$ cat config.mk
export PLATFORM = sky130hd
export DESIGN_NAME = seq_detect_param_flat
export DESIGN_NICKNAME = d
export VERILOG_FILES = /design/src/rtl/seq_detect_param_pkg.sv /design/src/rtl/seq_detect_param_if.sv /design/src/rtl/seq_detect_param_sat_counter.sv /design/src/rtl/seq_detect_param.sv /design/src/flat_wrapper.sv
export SDC_FILE = /design/constraint.sdc
export NUM_CORES = 1
export LEC_CHECK = 0
export CORE_UTILIZATION = 45
export CTS_BUF_LIST = sky130_fd_sc_hd__clkbuf_4
export DETAILED_ROUTE_END_ITERATION = 16
export PLACE_DENSITY_LB_ADDON = 0.05
export SYNTH_ARGS = -nofsm -noshare
export SYNTH_HDL_FRONTEND = slang
export SYNTH_SLANG_ARGS = --single-unit
$ cat constraint.sdc
create_clock -name clk -period 2.1 [get_ports clk]
set_input_delay 0.42 -clock clk [delete_from_list [all_inputs] [get_ports clk]]
set_output_delay 0.42 -clock clk [all_outputs]
set_load 0.02 [all_outputs]
$ cat src/rtl/seq_detect_param_pkg.sv
// Shared types for the programmable serial pattern detector.
package seq_detect_pkg;

    localparam int STATE_W = 2;

    typedef enum logic [STATE_W-1:0] {
        IDLE = 2'd0,
        FILL = 2'd1,
        HUNT = 2'd2
    } state_e;

endpackage

$ cat src/rtl/seq_detect_param_if.sv
// Configuration, serial stream and status bundle for seq_detect_param.
interface seq_detect_param_if
    import seq_detect_pkg::*;
#(
    parameter int PAT_LEN = 4,
    parameter int CNT_W   = 8
);
    logic               cfg_load;
    logic [PAT_LEN-1:0] cfg_pattern;
    logic               cfg_overlap;
    logic               in_valid;
    logic               inp;
    logic               outp;
    logic [CNT_W-1:0]   match_count;
    logic [STATE_W-1:0] state;

    modport master (
        output cfg_load, cfg_pattern, cfg_overlap, in_valid, inp,
        input  outp, match_count, state
    );

    modport slave (
        input  cfg_load, cfg_pattern, cfg_overlap, in_valid, inp,
        output outp, match_count, state
    );

endinterface

$ cat src/rtl/seq_detect_param_sat_counter.sv
// Up-counter that holds at all-ones; clr wins over inc.
module sat_counter #(
    parameter int W = 8
) (
    input  logic         clk,
    input  logic         rst,
    input  logic         clr,
    input  logic         inc,
    output logic [W-1:0] q
);

    logic [W-1:0] cnt_q;
    logic [W-1:0] cnt_d;

    always_comb begin
        cnt_d = cnt_q;
        if (clr) begin
            cnt_d = '0;
        end else if (inc && (cnt_q != {W{1'b1}})) begin
            cnt_d = cnt_q + W'(1);
        end
    end

    always_ff @(posedge clk) begin
        if (rst) begin
            cnt_q <= '0;
        end else begin
            cnt_q <= cnt_d;
        end
    end

    assign q = cnt_q;

endmodule

$ cat src/rtl/seq_detect_param.sv
// Serial pattern detector with runtime pattern, overlap mode and saturating match count.
//   state | meaning
//   IDLE  | unconfigured, stream ignored until cfg_load
//   FILL  | collecting fresh bits, fewer than PAT_LEN-1 held
//   HUNT  | window primed, every accepted bit is compared
module seq_detect_param
    import seq_detect_pkg::*;
#(
    parameter int PAT_LEN = 4,
    parameter int CNT_W   = 8
) (
    input  logic               clk,
    input  logic               rst,
    seq_detect_param_if.slave  bus
);

    localparam int FILL_W = $clog2(PAT_LEN + 1);
    localparam logic [FILL_W-1:0] FILL_LAST = FILL_W'(PAT_LEN - 1);
    localparam logic [FILL_W-1:0] FILL_MAX  = FILL_W'(PAT_LEN);

    state_e             state_q, state_d;
    logic [PAT_LEN-1:0] pattern_q, pattern_d;
    logic               overlap_q, overlap_d;
    logic [PAT_LEN-1:0] window_q, window_d;
    logic [FILL_W-1:0]  fill_q, fill_d;
    logic               outp_q, outp_d;

    logic               accept;
    logic               hit;
    logic [PAT_LEN-1:0] shifted;
    logic [FILL_W-1:0]  fill_inc;
    logic               cnt_clr;
    logic               cnt_inc;
    logic [CNT_W-1:0]   cnt_q;

    // A load cycle swallows any bit presented alongside it.
    assign accept   = bus.in_valid && !bus.cfg_load && ((state_q == FILL) || (state_q == HUNT));
    assign shifted  = {window_q[PAT_LEN-2:0], bus.inp};
    assign fill_inc = (fill_q == FILL_MAX) ? fill_q : fill_q + FILL_W'(1);
    assign hit      = accept && (fill_q >= FILL_LAST) && (shifted == pattern_q);

    always_ff @(posedge clk) begin
        if (rst) begin
            state_q <= IDLE;
        end else begin
            state_q <= state_d;
        end
    end

    always_comb begin
        state_d = state_q;
        if (bus.cfg_load) begin
            state_d = FILL;
        end else begin
            case (state_q)
                IDLE: state_d = IDLE;
                FILL: if (accept && (fill_inc == FILL_LAST)) state_d = HUNT;
                HUNT: if (hit && !overlap_q) state_d = FILL;
                default: state_d = IDLE;
            endcase
        end
    end

    always_comb begin
        pattern_d = pattern_q;
        overlap_d = overlap_q;
        window_d  = window_q;
        fill_d    = fill_q;
        outp_d    = hit;
        cnt_clr   = bus.cfg_load;
        cnt_inc   = hit;
        if (bus.cfg_load) begin
            pattern_d = bus.cfg_pattern;
            overlap_d = bus.cfg_overlap;
            window_d  = '0;
            fill_d    = '0;
            outp_d    = 1'b0;
        end else if (accept) begin
            window_d = shifted;
            fill_d   = (hit && !overlap_q) ? '0 : fill_inc;
        end
    end

    always_ff @(posedge clk) begin
        if (rst) begin
            pattern_q <= '0;
            overlap_q <= 1'b0;
            window_q  <= '0;
            fill_q    <= '0;
            outp_q    <= 1'b0;
        end else begin
            pattern_q <= pattern_d;
            overlap_q <= overlap_d;
            window_q  <= window_d;
            fill_q    <= fill_d;
            outp_q    <= outp_d;
        end
    end

    sat_counter #(.W(CNT_W)) u_match_cnt (
        .clk (clk),
        .rst (rst),
        .clr (cnt_clr),
        .inc (cnt_inc),
        .q   (cnt_q)
    );

    assign bus.outp        = outp_q;
    assign bus.match_count = cnt_q;
    assign bus.state       = state_q;

endmodule
$ cat src/flat_wrapper.sv
// flat-port wrapper written by rule: the top's interface ports become plain ports
module seq_detect_param_flat import seq_detect_pkg::*;
#(
    parameter int PAT_LEN = 4,
    parameter int CNT_W   = 8
)
  (clk, rst, bus_cfg_load, bus_cfg_pattern, bus_cfg_overlap, bus_in_valid, bus_inp, bus_outp, bus_match_count, bus_state);
  seq_detect_param_if #(.PAT_LEN(PAT_LEN), .CNT_W(CNT_W)) bus_i ();
  input  logic clk;
  input  logic rst;
  input wire logic [$bits(bus_i.cfg_load)-1:0] bus_cfg_load;
  input wire logic [$bits(bus_i.cfg_pattern)-1:0] bus_cfg_pattern;
  input wire logic [$bits(bus_i.cfg_overlap)-1:0] bus_cfg_overlap;
  input wire logic [$bits(bus_i.in_valid)-1:0] bus_in_valid;
  input wire logic [$bits(bus_i.inp)-1:0] bus_inp;
  output wire logic [$bits(bus_i.outp)-1:0] bus_outp;
  output wire logic [$bits(bus_i.match_count)-1:0] bus_match_count;
  output wire logic [$bits(bus_i.state)-1:0] bus_state;
  assign bus_i.cfg_load = bus_cfg_load;
  assign bus_i.cfg_pattern = bus_cfg_pattern;
  assign bus_i.cfg_overlap = bus_cfg_overlap;
  assign bus_i.in_valid = bus_in_valid;
  assign bus_i.inp = bus_inp;
  assign bus_outp = bus_i.outp;
  assign bus_match_count = bus_i.match_count;
  assign bus_state = bus_i.state;
  seq_detect_param #(.PAT_LEN(PAT_LEN), .CNT_W(CNT_W)) u_core (.clk(clk), .rst(rst), .bus(bus_i));
endmodule
==> run summary <==
Combinational share of power: 16.8%. The largest individual stage delay along the critical path comes from the cell or4_4. Setup violations remaining at the end of the flow were counted as 0. For the number of failing hold endpoints at the final stage, the log shows 0. The tools report the minimum setup slack in the final design as 0.02828 ns. Across the routed clock network, the largest skew measured is 0.002402 ns.

The tree built by TritonCTS fans out to 22 sinks. The post-synthesis sequential area ratio came out at 37.01%. The run gives 2477 µm² as the area of the core. The run gives 0 as the number of antenna violations at the first check in global routing. The achievable clock frequency was 0.4827 GHz; the count of buffering cells on the critical path with inverters included was 0. In this run the power density over the cells is 466.2 nW/µm².

The logs give 2 for the number of buffers on the longest clock path and 21 for the I/O pin total. Yosys attributes the largest share of cell area to dfxtp_1 (37%), mux2i_1 (9.3%), ha_1 (8.4%), nor2_1 (3.8%), nand2_1 (3.2%). The total detailed-routing wirelength is 2.764 mm, and the overall overflow remaining after global route is 0. For this run, the leading register cell type out of synthesis is dfxtp_1. For this design the total switching power over the nets is 0.1967 mW. The met2 routed wirelength was 1.334 mm. STA classifies the critical path startpoint as a flop.

Final antenna-violating net count: 0. By startpoint and endpoint, the worst setup path is classified as reg -> reg. In this run the worst path has a maximum fanout of 8. The initial standard-cell utilization of the core is 48.03%. The wire-length estimate of the detail-placed layout is 1.987 mm.

Dividing the detail-routed wire length by the instance count gives 13.75 µm. Measured along the y axis, the die boundary spans 53.42 µm. The first global-routing pass estimated 4.498 mm of wire. The number of different library cells used by synthesis comes to 35. On the critical path the largest part of the delay comes from simple AND/OR/NAND/NOR gates.

The die covers 2854 µm². Counting I/O delays and the setup requirement, the final critical path takes 2.072 ns. The ratio of routed vias to standard cells was 5.418. The clock buffer count from CTS came out at 3. dfxtp_1 is the most common cell in the netlist. The number of diodes came out at 0.

After synthesis, the most frequently instantiated cells are dfxtp_1 (22), nor2_1 (12), mux2i_1 (11). At the end of the flow the core is filled with cells to 65.61%. For the cell-internal power, the log shows 0.5611 mW. For the pin with the worst max-slew slack, the measured transition is 0.3178 ns. The flow ran to the end, and the final reports show no timing, DRC or antenna violations. Cell area after synthesis: 1190 µm².

The clock slew seen by the registers of the worst setup and hold paths is 0.12 ns. The worst setup path is captured at a flop. The worst path uses 98.65% of the clock period.

The area growth from synthesis to layout is 36.59%, and the total DRC errors in the routed layout is 0. The top routing layer in use was met4. In this run, post-CTS hold repair placed 0 buffers. Summed over its instances, the top area cell type makes up 37.01% of the synthesized netlist area. The switching share of power was 25.96%. The number of max-slew violations in the final report is 0, and the average cell area after synthesis is 8.749 µm².

Floorplan row count: 18. The buffer type at the clock tree root is clkbuf_4. Of all flip-flops after synthesis, the portion carrying an async set or reset was 0%. Summed over all nets, wire length on met3 after detailed routing comes to 93 µm.

Critical path data required time: 2.35 ns. The post-synthesis net count was 154; the level count of the clock H-tree was 1. For this run, the slowest stage of the critical path takes 0.49 ns. The count of buffers added on input and output ports is 20.

The class of the most critical hold timing path was in -> reg. In the final layout, the share of cells above drive strength 1 is 22.81%. For this run, the post-layout net count is 190. The Yosys step of the flow raised 0 warnings. The cell count after synthesis is 136, and the detailed-route via count is 1089. For this design the static power due to leakage is 0.6226 nW.

The worst setup timing slack at the placement stage was -0.2885 ns; the horizontal extent of the die was 53.42 µm. The synthesized design contains 22 register bits. The total routing resource utilization after global routing is 21.85%, and the number of enable-type register cells in the synthesized netlist is 0. For the count of TritonRoute iterations in the first routing pass, the log shows 4. The dominant cell type by area after synthesis was dfxtp_1. The tools report the portion of total power attributed to the clock network as 26.3%. The detailed router finished its first iteration with 11 violations. The worst pin sits at a relative slew slack of 78.62%. The tool flagged a number of max-cap violations equal to 0. Via count of the first global-routing pass: 1057. Walking the worst path, the cells encountered are ha_4 -> or3b_4 -> a211o_4 -> or4_4 -> a21oi_2. For the clock insertion delay at the later pin of the skew report, the log shows 0.31 ns. TritonCTS built the clock tree. After detailed routing, the wire length on met1 is 1.309 mm.

The run gives 14 as the largest net degree at the start of global routing. Data arrives at the worst endpoint at 2.33 ns. Sequential cells account for 56.9% of the total power.

The maximum vdd drop was 0.0005003 V; the weighted congestion reported at the end of routability-driven placement was 0.8334.
-- tightest hold or removal path, cell delays in order --
cell            delay (ns)
dlymetal6s2s_1        0.11
mux2i_1               0.08
nor2_1                0.07
-- repair_timing --
item	CTS	global route
setup buffers	1	0
setup endpoints to repair	4	7
pin swaps	0	8
gates cloned	0	1
resized for setup	0	14
-- per-stage QoR --
stage | hold slack [ns] | instance area, µm² | TNS, ns | power (mW) | cells
after global placement | 0.4756 | 1528 | -2.144 | 0.5512 | 195
final | 0.4101 | 1625 | 0 | 0.7577 | 201
after detailed placement | 0.4856 | 1528 | -2.359 | 0.5539 | 195
after floorplan | 0.4697 | 1211 | -0.01934 | 0.5005 | 136
after CTS | 0.5039 | 1562 | -0.06006 | 0.7572 | 200
after global routing | 0.4450 | 1625 | -0.006138 | 0.7920 | 201
-- path summary, 6_finish.rpt --
check | from | end | slack, ns | cells after the start
setup / recovery | u_core.bus.state[1] | u_core.u_match_cnt.q[4] | 0.03 | 5
hold / removal | bus_inp | u_core.window_q[0] | 0.41 | 3
setup reg to reg | u_core.bus.state[1] | u_core.u_match_cnt.q[4] | 0.03 | 5
hold reg to reg | u_core.u_match_cnt.q[7] | u_core.u_match_cnt.q[7] | 0.50 | 2
-- cells by family after synthesis --
group,count (synthesis),share of synthesized area [%]
simple gates,54,24.50
compound gates,21,11.57
xor+xnor,5,3.680
buf+inv,14,4.626
mux,12,10.20
fa+ha+maj,8,8.413
flops,22,37.01
-- power groups by stage --
stage	clock network [mW]	registers (mW)	logic (mW)
after floorplan	0	0.442	0.0582
after global placement	0	0.441	0.110
after detailed placement	0	0.441	0.113
after CTS	0.210	0.432	0.115
after global routing	0.221	0.432	0.139
final	0.199	0.431	0.127
-- routing by layer --
metal  GRT usage [%]  up-vias
met5               0        -
met4           6.140        0
met3           4.023        4
met2           35.83       21
met1           28.77      507
li1                -      557
-- layout by cell type (no fill, tap or decap), types with 2 or more instances in the layout --
| cell | count |
|---|---|
| a211oi_1 | 2 |
| a21oi_1 | 4 |
| a21oi_2 | 3 |
| and2_1 | 2 |
| buf_4 | 16 |
| clkbuf_4 | 3 |
| clkdlybuf4s50_1 | 19 |
| dfxtp_1 | 19 |
| dfxtp_4 | 2 |
| ha_1 | 7 |
| inv_1 | 6 |
| mux2i_1 | 11 |
| nand2_1 | 10 |
| nand3_1 | 5 |
| nor2_1 | 12 |
| nor3_1 | 4 |
| nor4_1 | 3 |
| o21ai_0 | 2 |
| o31ai_1 | 4 |
| or2_2 | 2 |
| or3_1 | 4 |
| or4_4 | 4 |
| xor2_1 | 4 |
-- flip-flops by register name (all words and copies together), names as in the netlist --
name	count
u_core.bus.outp	1
u_core.bus.state	2
u_core.fill_q	3
u_core.overlap_q	1
u_core.pattern_q	4
u_core.u_match_cnt.q	8
u_core.window_q	3
-- area by class of cell --
class	count	area, µm²
timing repair buffer	38	339.1
tap	30	37.54
clock buffer	3	22.52
sequential	22	449.2
inverter	7	26.28
fill	230	852.1
multi-input combinational	100	747.0
clock inverter	1	3.754
Power figures use the tool's default switching activity.
==> RTL edit 1, RTL diff (same flow settings) <==
`PAT_LEN` is set to 4 in 3 places; all go to 16.
--- a/src/rtl/seq_detect_param_if.sv
+++ b/src/rtl/seq_detect_param_if.sv
@@ -2,7 +2,7 @@
 interface seq_detect_param_if
     import seq_detect_pkg::*;
 #(
-    parameter int PAT_LEN = 4,
+    parameter int PAT_LEN = 16,
     parameter int CNT_W   = 8
 );
     logic               cfg_load;
--- a/src/rtl/seq_detect_param.sv
+++ b/src/rtl/seq_detect_param.sv
@@ -6,7 +6,7 @@
 module seq_detect_param
     import seq_detect_pkg::*;
 #(
-    parameter int PAT_LEN = 4,
+    parameter int PAT_LEN = 16,
     parameter int CNT_W   = 8
 ) (
     input  logic               clk,
--- a/src/flat_wrapper.sv
+++ b/src/flat_wrapper.sv
@@ -1,7 +1,7 @@
 // flat-port wrapper written by rule: the top's interface ports become plain ports
 module seq_detect_param_flat import seq_detect_pkg::*;
 #(
-    parameter int PAT_LEN = 4,
+    parameter int PAT_LEN = 16,
     parameter int CNT_W   = 8
 )
   (clk, rst, bus_cfg_load, bus_cfg_pattern, bus_cfg_overlap, bus_in_valid, bus_inp, bus_outp, bus_match_count, bus_state);
Interface: changed (resized bus_cfg_pattern); port bits go from 21 to 33. The function was not compared with the original's and may differ.
==> RTL edit 1 against the unedited design <==
The run now ends with negative setup slack left; first-iteration DRC count increased to 4.9 times the old value; final area increased by 78%; worst hold slack improved by 0.073 ns; total power increased by 120%; worst setup slack got worse by 0.10 ns; routed wire length increased by 64%; sequential cell count increased by 26; synthesized area increased by 89%; largest cell class unchanged; largest power group unchanged.
==> RTL edit 1: results (changes against the unedited design) <==
- Min-delay src: u_core.window_q[0]$_SDFFE_PP0P_ (was bus_inp)
- Nets: 318 (was 190)
- Met2 Resource Use GR: 0.301 (was 0.358)
- Share of cells above drive strength 1: 0.212 (was 0.228)
- Worst path slowest cell: or3b_4 (was or4_4)
- Met2 WL: 2160 um (was 1330 um)
- Reg2reg end: u_core.u_match_cnt.q[5]$_SDFFE_PP0P_ (was u_core.u_match_cnt.q[4]$_SDFFE_PP0P_)
- CTS HTree Levels: 2 (was 1)
- Run status: finished with violations (was complete, no violations)
- Post-synthesis sequential area ratio: 0.428 (was 0.370)
- Post-DP Area: 2790 um2 (was 1530 um2)
- Setup violators final: 5 (was 0)
- Synth async-reset ratio: 0 (unchanged)
- Initial DRC Count: 54 (was 11)
- Non-filler cells in the finished layout: 355 (was 201)
- Combinational Power: 210 uW (was 127 uW)
- CP Launch Type: flop (unchanged)
- Critical Path AT: 2.48 ns (was 2.33 ns)
- DRT met1 WL: 2190 um (was 1310 um)
- Layout Skew: 0.00941 ns (was 0.00240 ns)
- Vias in the first global route: 1,610 (was 1,057)
- GR Util met1: 0.243 (was 0.288)
- Crit-path max FO: 7 (was 8)
- Ranking of synthesized cells by area: dfxtp_1 43%, mux2i_1 8.0%, nor2_1 4.8% (was dfxtp_1 37%, mux2i_1 9.3%, ha_1 8.4%)
- Post-Syn Nets: 265 (was 154)
- Top post-synthesis cells by count: 48 x dfxtp_1, 29 x nor2_1, 18 x mux2i_1, 17 x nand2_1, 13 x a21oi_1 (was 22 x dfxtp_1, 12 x nor2_1, 11 x mux2i_1, 10 x nand2_1, 8 x ha_1)
- Int Power: 1.29 mW (was 561 uW)
- Vias: 1,823 (was 1,089)
- Leakage: 1.17 nW (was 0.623 nW)
- WL final: 4540 um (was 2760 um)
- Worst skew pair latency: 0.36 ns (was 0.31 ns)
- Met3 Use GR: 0.0331 (was 0.0402)
- Number of flip-flops in the largest register: 16 (was 8)
- Hold path depth: 2 (was 3)
- Fin Hold WS: 0.484 ns (was 0.410 ns)
- Number of CTS-inserted buffers: 5 (was 3)
- Sw frac: 0.235 (was 0.260)
- Seq pwr share: 0.566 (was 0.569)
- GP Congestion: 0.771 (was 0.833)
- Worst slack, placed: -0.438 ns (was -0.288 ns)
- Port Buf Inserts: 32 (was 20)
- Hold worst-path end: u_core.window_q[1]$_SDFFE_PP0P_ (was u_core.window_q[0]$_SDFFE_PP0P_)
- First-pass GRT wire length: 7480 um (was 4500 um)
- Crit Reg-Reg Startpoint: u_core.bus.state[0]$_SDFFE_PP0P_ (was u_core.bus.state[1]$_SDFFE_PP0P_)
- Violated checks: negative setup slack
- Setup WS post-layout: -0.0750 ns (was 0.0283 ns)
- Pin count of the biggest net entering global routing: 24 (was 14)
- CP max stage delay: 0.39 ns (was 0.49 ns)
- Worst vdd ir: 0.364 mV (was 0.500 mV)
- R2R depth: 9 (was 5)
- WL met3: 132 um (was 93 um)
- Setup TNS Final: -0.174 ns (was 0 ns)
- DP HPWL: 3340 um (was 1990 um)
-- RTL edit 1: layout make-up --
type	count	area (um2)	area share
repair buffers	59	527	0.182
multi-input cells	169	1220	0.423
inverters	6	22.5	0.00779
clock inverters	1	30.0	0.0104
well taps	67	83.8	0.0290
flip-flops and latches	48	968	0.335
clock buffers	5	37.5	0.0130
-- RTL edit 1: what timing repair did --
item,in CTS,in global routing
pin swaps,2,0
buffers inserted,1,1
setup endpoints to repair,13,13
resized for setup,6,2
-- RTL edit 1: kinds of logic after synthesis --
kind of cell | share of synthesized area
AND/OR/NAND/NOR | 0.212
buffers and inverters | 0.0418
adder cells (fa/ha/maj) | 0.0390
XOR/XNOR | 0.0780
flip-flops | 0.428
AO/OA/AOI/OAI | 0.121
multiplexers | 0.0802
-- RTL edit 1: tightest hold or removal path, delay by kind of cell, from the launching register on --
kind / cells / cell delay [ns]
flops: 1 / 0.35
compound gates: 1 / 0.05
simple gates: 1 / 0.06
==> RTL edit 2, RTL diff (config.mk and constraints unchanged) <==
Without the edit above. Make the reset (`rst`) asynchronous in 3 clocked blocks.
--- a/src/rtl/seq_detect_param_sat_counter.sv
+++ b/src/rtl/seq_detect_param_sat_counter.sv
@@ -21,7 +21,7 @@
         end
     end
 
-    always_ff @(posedge clk) begin
+    always_ff @(posedge clk or posedge rst) begin
         if (rst) begin
             cnt_q <= '0;
         end else begin
--- a/src/rtl/seq_detect_param.sv
+++ b/src/rtl/seq_detect_param.sv
@@ -39,7 +39,7 @@
     assign fill_inc = (fill_q == FILL_MAX) ? fill_q : fill_q + FILL_W'(1);
     assign hit      = accept && (fill_q >= FILL_LAST) && (shifted == pattern_q);
 
-    always_ff @(posedge clk) begin
+    always_ff @(posedge clk or posedge rst) begin
         if (rst) begin
             state_q <= IDLE;
         end else begin
@@ -81,7 +81,7 @@
         end
     end
 
-    always_ff @(posedge clk) begin
+    always_ff @(posedge clk or posedge rst) begin
         if (rst) begin
             pattern_q <= '0;
             overlap_q <= 1'b0;
Formal check against the unedited RTL: differs if rst is asserted again (counterexample within 4 cycles, from zero or initial values and one cycle with rst high); with rst held inactive, the same outputs for 10 cycles.
==> RTL edit 2 against the unedited design <==
Sequential cell count stayed put; worst setup slack better by 0.047 ns; final area is 2.7% lower; die area is 0.92% higher; routed wire length is 0.72% lower; maximum frequency is 2.3% higher; synthesized area is 0.95% higher; critical endpoint is now u_core.u_match_cnt.q[5]$_DFFE_PP0P_; highest routed layer unchanged.
Power is not compared: it rests on default switching activity, and its combinational part moved more than twofold at a synthesized area within 25%.
==> RTL edit 2: results (changes against the unedited design) <==
- Synth async-reset ratio: 1.00 (was 0)
- Vias in the first global route: 990 (was 1,057)
- Top post-synthesis cells by count: 22 x dfrtp_1, 12 x nor2_1, 8 x inv_1 (was 22 x dfxtp_1, 12 x nor2_1, 11 x mux2i_1, 10 x nand2_1, 8 x ha_1)
- Post-synth cell types: 32 (was 35)
- Clk pwr share: 0.175
- CP max stage delay: 0.43 ns (was 0.49 ns)
- GR Util met1: 0.261 (was 0.288)
- Tmin final: 2.03 ns (was 2.07 ns)
- DRT met1 WL: 1230 um (was 1310 um)
- Crit-path max FO: 4 (was 8)
- GP Congestion: 0.842 (was 0.833)
- Run status: complete, no violations (unchanged)
- CTS HTree Levels: 1 (unchanged)
- Worst path top cell family by delay: compound AO/OA/AOI/OAI gates (was simple AND/OR/NAND/NOR gates)
- First-pass GRT wire length: 4460 um (was 4500 um)
- GRT Total Usage: 0.219 (about the same)
- Port Buf Inserts: 20 (unchanged)
- Ranking of synthesized cells by area: dfrtp_1 46%, ha_1 7.3%, xnor2_1 5.1% (was dfxtp_1 37%, mux2i_1 9.3%, ha_1 8.4%)
- Pin count of the biggest net entering global routing: 24 (was 14)
- Post-Syn Instances: 120 (was 136)
- Worst vdd ir: 0.723 mV
- Fin Hold WS: 0.383 ns (was 0.410 ns)
- Share of cells above drive strength 1: 0.191 (was 0.228)
- DP HPWL: 1980 um (was 1990 um)
- Post-Syn Nets: 137 (was 154)
- Post-synthesis sequential area ratio: 0.458 (was 0.370)
- Met2 WL: 1390 um (was 1330 um)
- Worst-Margin Slew: 0.449 ns (was 0.318 ns)
- Layout Skew: 0.00984 ns (was 0.00240 ns)
- Total power: 1.17 mW
- Leakage: 0.682 nW
- Capture point of the worst path: u_core.u_match_cnt.q[5]$_DFFE_PP0P_ (was u_core.u_match_cnt.q[4]$_SDFFE_PP0P_)
- Post-DP Area: 1500 um2 (was 1530 um2)
- Reg2reg setup slack: 0.07 ns (was 0.03 ns)
- Worst path slowest cell: dfrtp_2 (was or4_4)
- WL met3: 94 um (was 93 um)
- R2R depth: 7 (was 5)
- Met2 Resource Use GR: 0.377 (was 0.358)
- Nets: 170 (was 190)
- Worst slack, placed: -0.198 ns (was -0.288 ns)
- Met3 Use GR: 0.0678 (was 0.0402)
- Worst Setup SP: u_core.bus.state[0]$_DFFE_PP0P_ (was u_core.bus.state[1]$_SDFFE_PP0P_)
- Vias: 1,022 (was 1,089)
## RTL edit 2: changes by cell type after synthesis, sizes merged, moves of 4 or more
cell and change:
dfxtp -22, or4 -4, xnor2 +6, mux2i -6, mux2 +4, dfrtp +22
## RTL edit 2: layout make-up
| type | count | area, um2 |
|---|---|---|
| inverters | 8 | 30.0 |
| flip-flops and latches | 22 | 552 |
| repair buffers | 31 | 283 |
| clock inverters | 1 | 3.75 |
| fillers | 221 | 918 |
| clock buffers | 3 | 22.5 |
| multi-input cells | 87 | 653 |
| well taps | 30 | 37.5 |
## RTL edit 2: what timing repair did
action	in CTS	in global routing
setup endpoints to repair	0	11
resized for setup	0	10
setup buffers	0	1
endpoints found under the hold margin	0	0
hold buffers	0	0
## RTL edit 2: cell families after synthesis
family / Yosys count / synth area share
simple gates: 43 / 0.184
flops: 22 / 0.458
fa+ha+maj: 7 / 0.0729
buf+inv: 11 / 0.0344
mux: 10 / 0.0885
compound gates: 19 / 0.103
xor+xnor: 8 / 0.0583
